**config.mk**
```make
export PLATFORM = sky130hd
export DESIGN_NAME = hazard_scoreboard
export DESIGN_NICKNAME = d
export VERILOG_FILES = /design/src/rtl/hazard_scoreboard.sv
export SDC_FILE = /design/constraint.sdc
export NUM_CORES = 1
export LEC_CHECK = 0
export CORE_UTILIZATION = 55
export DETAILED_ROUTE_END_ITERATION = 10
export PLACE_DENSITY = 0.88
export SLEW_MARGIN = 25
export SYNTH_ARGS = -nofsm -noshare
export SYNTH_HDL_FRONTEND = slang
export SYNTH_SLANG_ARGS = --single-unit
```
**constraint.sdc**
```tcl
create_clock -name clk -period 3.8 [get_ports clk]
set_input_delay 0.76 -clock clk [delete_from_list [all_inputs] [get_ports clk]]
set_output_delay 0.76 -clock clk [all_outputs]
set_load 0.05 [all_outputs]
```
**src/rtl/hazard_scoreboard.sv**
```systemverilog
// hazard_scoreboard: forwarding selects, load-use / long-op stalls, branch
// flush and a per-register busy scoreboard for multi-cycle FPU/crypto ops.
module hazard_scoreboard #(
  parameter int REG_AW = 3,
  parameter int LAT_W  = 4
) (
  input  logic                   clk,
  input  logic                   rst,
  input  logic [REG_AW-1:0]      Rs1D,
  input  logic [REG_AW-1:0]      Rs2D,
  input  logic [REG_AW-1:0]      RdD,
  input  logic [REG_AW-1:0]      Rs1E,
  input  logic [REG_AW-1:0]      Rs2E,
  input  logic [REG_AW-1:0]      RdE,
  input  logic                   ResultSrcE0,
  input  logic                   LongIssueE,
  input  logic [LAT_W-1:0]       LongLatE,
  input  logic                   LongDone,
  input  logic [REG_AW-1:0]      LongDoneRd,
  input  logic                   PCSrcE,
  input  logic                   RegwriteM,
  input  logic                   RegwriteW,
  input  logic [REG_AW-1:0]      RdM,
  input  logic [REG_AW-1:0]      RdW,
  output logic [1:0]             Forward_A_E,
  output logic [1:0]             Forward_B_E,
  output logic                   StallF,
  output logic                   StallD,
  output logic                   FlushD,
  output logic                   FlushE,
  output logic [2**REG_AW-1:0]   busy_vec
);

  localparam int NREG = 2**REG_AW;

  logic [NREG-1:0]  r_busy;
  logic [LAT_W-1:0] r_cnt [NREG];

  logic [LAT_W-1:0] w_lat_eff;
  logic [1:0]       w_fwd_a;
  logic [1:0]       w_fwd_b;
  logic             w_lw_stall;
  logic             w_issue_stall;
  logic             w_sb_stall;
  logic             w_stall;

  // M stage has the younger value, so it wins over W.
  function automatic logic [1:0] fwd_sel(input logic [REG_AW-1:0] src,
                                         input logic wr_m, input logic [REG_AW-1:0] rd_m,
                                         input logic wr_w, input logic [REG_AW-1:0] rd_w);
    if (wr_m && (rd_m != '0) && (rd_m == src))
      return 2'b10;
    else if (wr_w && (rd_w != '0) && (rd_w == src))
      return 2'b01;
    else
      return 2'b00;
  endfunction

  // A zero-latency request still needs one cycle of busy.
  assign w_lat_eff = (LongLatE == '0) ? LAT_W'(1) : LongLatE;

  // Hazard detection for the D-stage instruction.
  always_comb begin
    w_fwd_a       = fwd_sel(Rs1E, RegwriteM, RdM, RegwriteW, RdW);
    w_fwd_b       = fwd_sel(Rs2E, RegwriteM, RdM, RegwriteW, RdW);
    w_lw_stall    = ResultSrcE0 && (RdE != '0) && ((RdE == Rs1D) || (RdE == Rs2D));
    // Covers the issue cycle itself, before the busy bit is registered.
    w_issue_stall = LongIssueE && (RdE != '0) &&
                    ((RdE == Rs1D) || (RdE == Rs2D) || (RdE == RdD));
    w_sb_stall    = ((Rs1D != '0) && r_busy[Rs1D]) ||
                    ((Rs2D != '0) && r_busy[Rs2D]) ||
                    ((RdD  != '0) && r_busy[RdD]);
    w_stall       = w_lw_stall || w_issue_stall || w_sb_stall;
  end

  // All outputs are forced low while reset is held.
  assign Forward_A_E = rst ? 2'b00 : w_fwd_a;
  assign Forward_B_E = rst ? 2'b00 : w_fwd_b;
  assign StallF      = rst ? 1'b0  : w_stall;
  assign StallD      = rst ? 1'b0  : w_stall;
  assign FlushE      = rst ? 1'b0  : (w_stall || PCSrcE);
  assign FlushD      = rst ? 1'b0  : PCSrcE;
  assign busy_vec    = r_busy;

  // Per-register scoreboard: issue beats done, done beats expiry/countdown.
  always_ff @(posedge clk or posedge rst) begin
    if (rst) begin
      r_busy <= '0;
      for (int r = 0; r < NREG; r++)
        r_cnt[r] <= '0;
    end else begin
      for (int r = 1; r < NREG; r++) begin
        if (LongIssueE && !PCSrcE && (RdE == REG_AW'(r))) begin
          r_busy[r] <= 1'b1;
          r_cnt[r]  <= w_lat_eff;
        end else if (LongDone && (LongDoneRd == REG_AW'(r))) begin
          r_busy[r] <= 1'b0;
          r_cnt[r]  <= '0;
        end else if (r_busy[r] && (r_cnt[r] == LAT_W'(1))) begin
          r_busy[r] <= 1'b0;
          r_cnt[r]  <= '0;
        end else if (r_busy[r]) begin
          r_cnt[r]  <= r_cnt[r] - 1'b1;
        end
      end
    end
  end

endmodule

```
## Word-level counts from Yosys, hierarchy flattened

Cells that the tools add are included.

| operators by class | value |
|---|---|
| add/sub/neg operators | 7 |
| magnitude comparators | 3 |
| equality and inequality tests | 28 |
| multiplexer cells | 65 |
| reductions and logical operators | 64 |

Operators by type and width:

| cell | count |
|---|---|
| $mux 4 | 29 |
| $reduce_bool 3->1 | 13 |
| $logic_and 1x1->1 | 35 |
| $mux 1 | 29 |
| $eq 4x1->1 const B | 7 |
| $reduce_bool 4->1 | 7 |
| $sub 4x1->4 const B | 7 |
| $eq 3x3->1 const B | 8 |
| $eq 3x3->1 | 7 |
| $eq 3x2->1 const B | 4 |
| $lt 3x4->1 const B | 3 |
| $bmux 1 s3 | 3 |
| $mux 2 | 4 |
| $logic_or 1x1->1 | 7 |
| $eq 3x1->1 const B | 2 |
| $logic_not 4->1 | 1 |
| $logic_not 1->1 | 1 |

| storage, ports and cells | value |
|---|---|
| register bits | 35 |
| input bits | 39 |
| output and inout bits | 16 |
| logic and storage cells | 181 |

## Depth between registers and ports, before layout

| logic depth | value |
|---|---|
| depth after elaboration | 8 |
| mapped depth | 7 |

## Worst setup path after synthesis

Ideal clock, no wire load.

| path | value |
|---|---|
| path type | input port to output port |
| start | input rst |
| end | output Forward_B_E[0] |
| data arrival time | 3.212 ns |
| data required time | 3.040 ns |
| setup slack | -0.172 ns |
| stages | 3 |
| path buffers | 0 |
| cell sequence | inv_1 > o311ai_0 > a311oi_1 |

| on the way | value |
|---|---|
| longest elaborated chain between the ends | 1 |

Ends and longest elaborated chain:

| item | RTL line | source |
|---|---|---|
| from (decl) | 8 | `input logic rst,` |
| $mux 2 | 78 | `assign Forward_B_E = rst ? 2'b00 : w_fwd_b;` |
| to (decl) | 26 | `output logic [1:0] Forward_B_E,` |

No other way between the ends.

## Worst setup path after layout

| path | value |
|---|---|
| start | input RdD[2] |
| end | output FlushE |

| on the way | value |
|---|---|
| longest elaborated chain between the ends | 7 |

Ends and longest elaborated chain:

| item | RTL line | source |
|---|---|---|
| from (decl) | 11 | `input logic [REG_AW-1:0] RdD,` |
| $bmux 1 s3 / $eq 3x3->1 (equally long branches) | 72, 69 |  |
| $mux 1 (implied by the code) / $logic_or 1x1->1 (equally long branches) | 72, 69 |  |
| $logic_and 1x1->1 (on tied branches) | 72, 68 |  |
| $logic_or 1x1->1 (on tied branches) | 71, 73 |  |
| $logic_or 1x1->1 (*) | 73 | `w_stall = w_lw_stall \|\| w_issue_stall \|\| w_sb_stall;` |
| $logic_or 1x1->1 (*) | 81 | `assign FlushE = rst ? 1'b0 : (w_stall \|\| PCSrcE);` |
| $mux 1 (*) | 81 |  |
| to (decl) | 30 | `output logic FlushE,` |

Every way passes the cells marked *; elsewhere a longest branch is shown, timed or not. The select of a mux whose other input is x is not followed.

==> impl_results.md <==
- Result of the run: finished, final reports clean
- Crit Reg-Reg Endpoint: r_cnt[19]
- Clock Pin Slew Worst Setup and Hold Paths: 0.07 ns
- Global-route wire length before repair: 12160 µm
- Sequence of cells on the critical path: clkdlybuf4s50_1 > mux2_2 > a221o_1 > a32oi_1 > a41oi_1 > buf_4
- Most instantiated flip-flop cell in the synthesis netlist: sky130_fd_sc_hd__dfrtp_1
- Origin of the worst setup path: RdD[2]
- Post-synthesis instance area: 2915 µm²
- Layout cell share with drive strength beyond 1: 8.967%
- Number of remaining DRC errors: 0
- Final HPWL DP: 5600 µm
- Routability Congestion: 0.8807
- Routed via count divided by cell count: 6.324
- Cell row count: 26
- Kind of end point of the critical path: output port
- Setup repair after global routing missed its margin: false
- Remaining global-route overflow: 0
- Final ANT Viol Nets: 0
- Initial core utilization: 57.08%
- Overall power consumption: 0.001963 W
- Worst-path fanout max: 5
- Buffer depth of the longest clock path: 2
- DIE AREA: 5596 µm²
- Hold violation total from the final report: 0
- TNS Setup: 0 ns
- End-of-flow core utilization: 70.21%
- Total nets after synthesis: 374
- Maximum clock frequency: 294.0 MHz
- Worst slew pin tran: 0.9067 ns
- Final Critical Period: 3.401 ns
- # resized after CTS: 0
- Clock tree from TritonCTS: yes
- Worst reg2reg path depth: 4
- Initial DRC count: 170
- Worst-case clock skew: 0.009949 ns
- First drt pass iteration count: 4
- Clock sink total: 35
- Chip Height: 74.81 µm
- Proportion of synthesized chip area in sequential cells: 30.04%
- Ratio of final minimum period to clock period: 89.51%
- Library cell used as clock root buffer: sky130_fd_sc_hd__clkbuf_8
- Yosys warnings: 1
- Data arrival time of the critical path: 2.64 ns
- Count of boundary I/O pins: 55
- Startpoint class of the critical path: input pin
- Synthesis-to-layout area growth: 23.00%
- Post-synth EDFFs: 0
- Cts-stage hold buffer count: 0
- Required time of the critical path: 3.04 ns
- Chip Width: 74.81 µm
- Final number of max-transition violations: 0
- Max cap viols: 0
- Final setup viols: 0
- Worst hold margin: 0.5205 ns
- Worst-case vdd ir drop: 0.3232 mV
- Slowest stage cell on the critical path: sky130_fd_sc_hd__clkdlybuf4s50_1
- Latest clock arrival within the worst-skew pair: 0.29 ns
- Launching point of the worst reg2reg path: busy_vec[3]
- Number of diodes: 0
- Via count of the first global-routing pass: 2693
- Via count: 2770
- CP peak stage delay: 0.55 ns
- Async set-or-reset flop fraction in the synthesized netlist: 100.0%
- Pin count of the biggest net entering global routing: 38
- Capture point of the critical path: FlushE
- Tot GR Track Use: 28.98%
- Critical Setup Path Class: in -> out
- I/O Buffers: 53
- Library cells used by synthesis: 66
- Core region area: 5107 µm²
- Power per cell area: 547.5 nW/µm²
- FF+latch count, synth: 35
- Synthesized netlist cell count: 321
- Most common cell after layout, fill and taps aside: sky130_fd_sc_hd__clkdlybuf4s50_1
- Antenna violations before repair: 0
- FF-to-FF setup slack: 1.98 ns
- DRT Wirelength: 7461 µm
- Htree depth: 2
- Final Net Count: 422
- Commonest cells after routing, fill and taps aside: 46 x sky130_fd_sc_hd__clkdlybuf4s50_1, 35 x sky130_fd_sc_hd__dfrtp_1, 31 x sky130_fd_sc_hd__inv_1
- Path type of the worst min-delay path: reg -> reg
- Post-CTS Setup Inserts: 0
- Post-Synthesis Mean Instance Area: 9.082 µm²
- Leakage: 1.447 nW
- Relative slew slack: 39.19%
- Clock buffers created by TritonCTS: 5
- Average wire length per cell after detail routing: 17.03 µm
critical path, delay by kind of cell:
kind            cells  cell delay [ns]
mux                 1             0.35
compound gates      3             0.76
buf+inv             2             0.77
worst min-delay path by stage:
stage	start	endpoint	slack (ns)	cells after the start
2_1_floorplan	r_cnt[11]	r_cnt[11]	0.47	1
3_3_place_gp	r_cnt[15]	r_cnt[15]	0.50	1
3_5_place_dp	r_cnt[3]	r_cnt[3]	0.50	1
4_1_cts	r_cnt[15]	r_cnt[15]	0.52	1
5_1_grt	r_cnt[27]	r_cnt[27]	0.55	1
6_report	r_cnt[15]	r_cnt[15]	0.52	1
synthesized netlist by cell type, drive strengths merged, types with 3 or more instances:
library cell / n / area [µm²]
xnor2: 19 / 166.4
nor3: 8 / 40.04
a22o: 5 / 43.79
clkbuf: 9 / 33.78
nand2b: 6 / 37.54
a211oi: 6 / 45.04
nand3: 9 / 45.04
dfrtp: 35 / 875.8
mux2i: 7 / 70.07
a21oi: 8 / 40.04
a32oi: 6 / 52.55
nor3b: 3 / 22.52
or3b: 3 / 26.28
ha: 14 / 175.2
nand4bb: 3 / 33.78
o2bb2ai: 10 / 87.58
nand3b: 3 / 22.52
nor4bb: 3 / 30.03
inv: 31 / 116.4
nor2: 14 / 52.55
nand2: 19 / 71.32
o21ai: 11 / 55.05
o22ai: 7 / 43.79
buf: 8 / 56.29
o211ai: 9 / 72.57
mux2: 9 / 101.4
nor2b: 4 / 25.02
o32a: 5 / 50.05
o311ai: 3 / 26.28
or4bb: 4 / 45.04
a31o: 3 / 26.28
layout make-up:
type                    count  area, µm²
well taps                  70      87.58
repair buffers             58      600.6
flip-flops and latches     35      875.8
clock buffers               6      72.57
fillers                   407       1521
inverters                  31      116.4
multi-input cells         238       1833
power by group:
part	internal (W)	leakage [nW]	switching (W)
Combinational	0.000470	0.977	0.000525
Sequential	0.000537	0.433	0.000184
Clock	0.000122	0.0371	0.000125
through the flow:
step | worst slack, ns | cells | instance area [µm²]
2_1_floorplan | -0.1718 | 321 | 2915
3_3_place_gp | 0.4495 | 432 | 3513
3_5_place_dp | 0.3997 | 432 | 3513
4_1_cts | 0.3995 | 438 | 3586
5_1_grt | 0.3198 | 438 | 3586
6_report | 0.3986 | 438 | 3586
kinds of logic after synthesis:
kind of cell,synth area share (%)
simple gates,18.20
xor+xnor,5.708
fa+ha+maj,6.009
compound gates,26.18
flops,30.04
other cells,0.1286
mux,6.652
buf+inv,7.081
layer usage:
layer / vias to the layer above / GRT usage [%] / routed length, µm
met4: 0 / 13.21 / 102
met1: 1345 / 35.40 / 3197
li1: 1311 / - / -
met3: 11 / 5.622 / 465
met5: - / 0 / 0
met2: 103 / 49.55 / 3696
flip-flops by register name, summed over array words and instances, names as in the netlist:
| signal | cells |
|---|---|
| r_cnt | 28 |
| busy_vec | 7 |
Note: power is estimated with default switching activity, not from simulation.
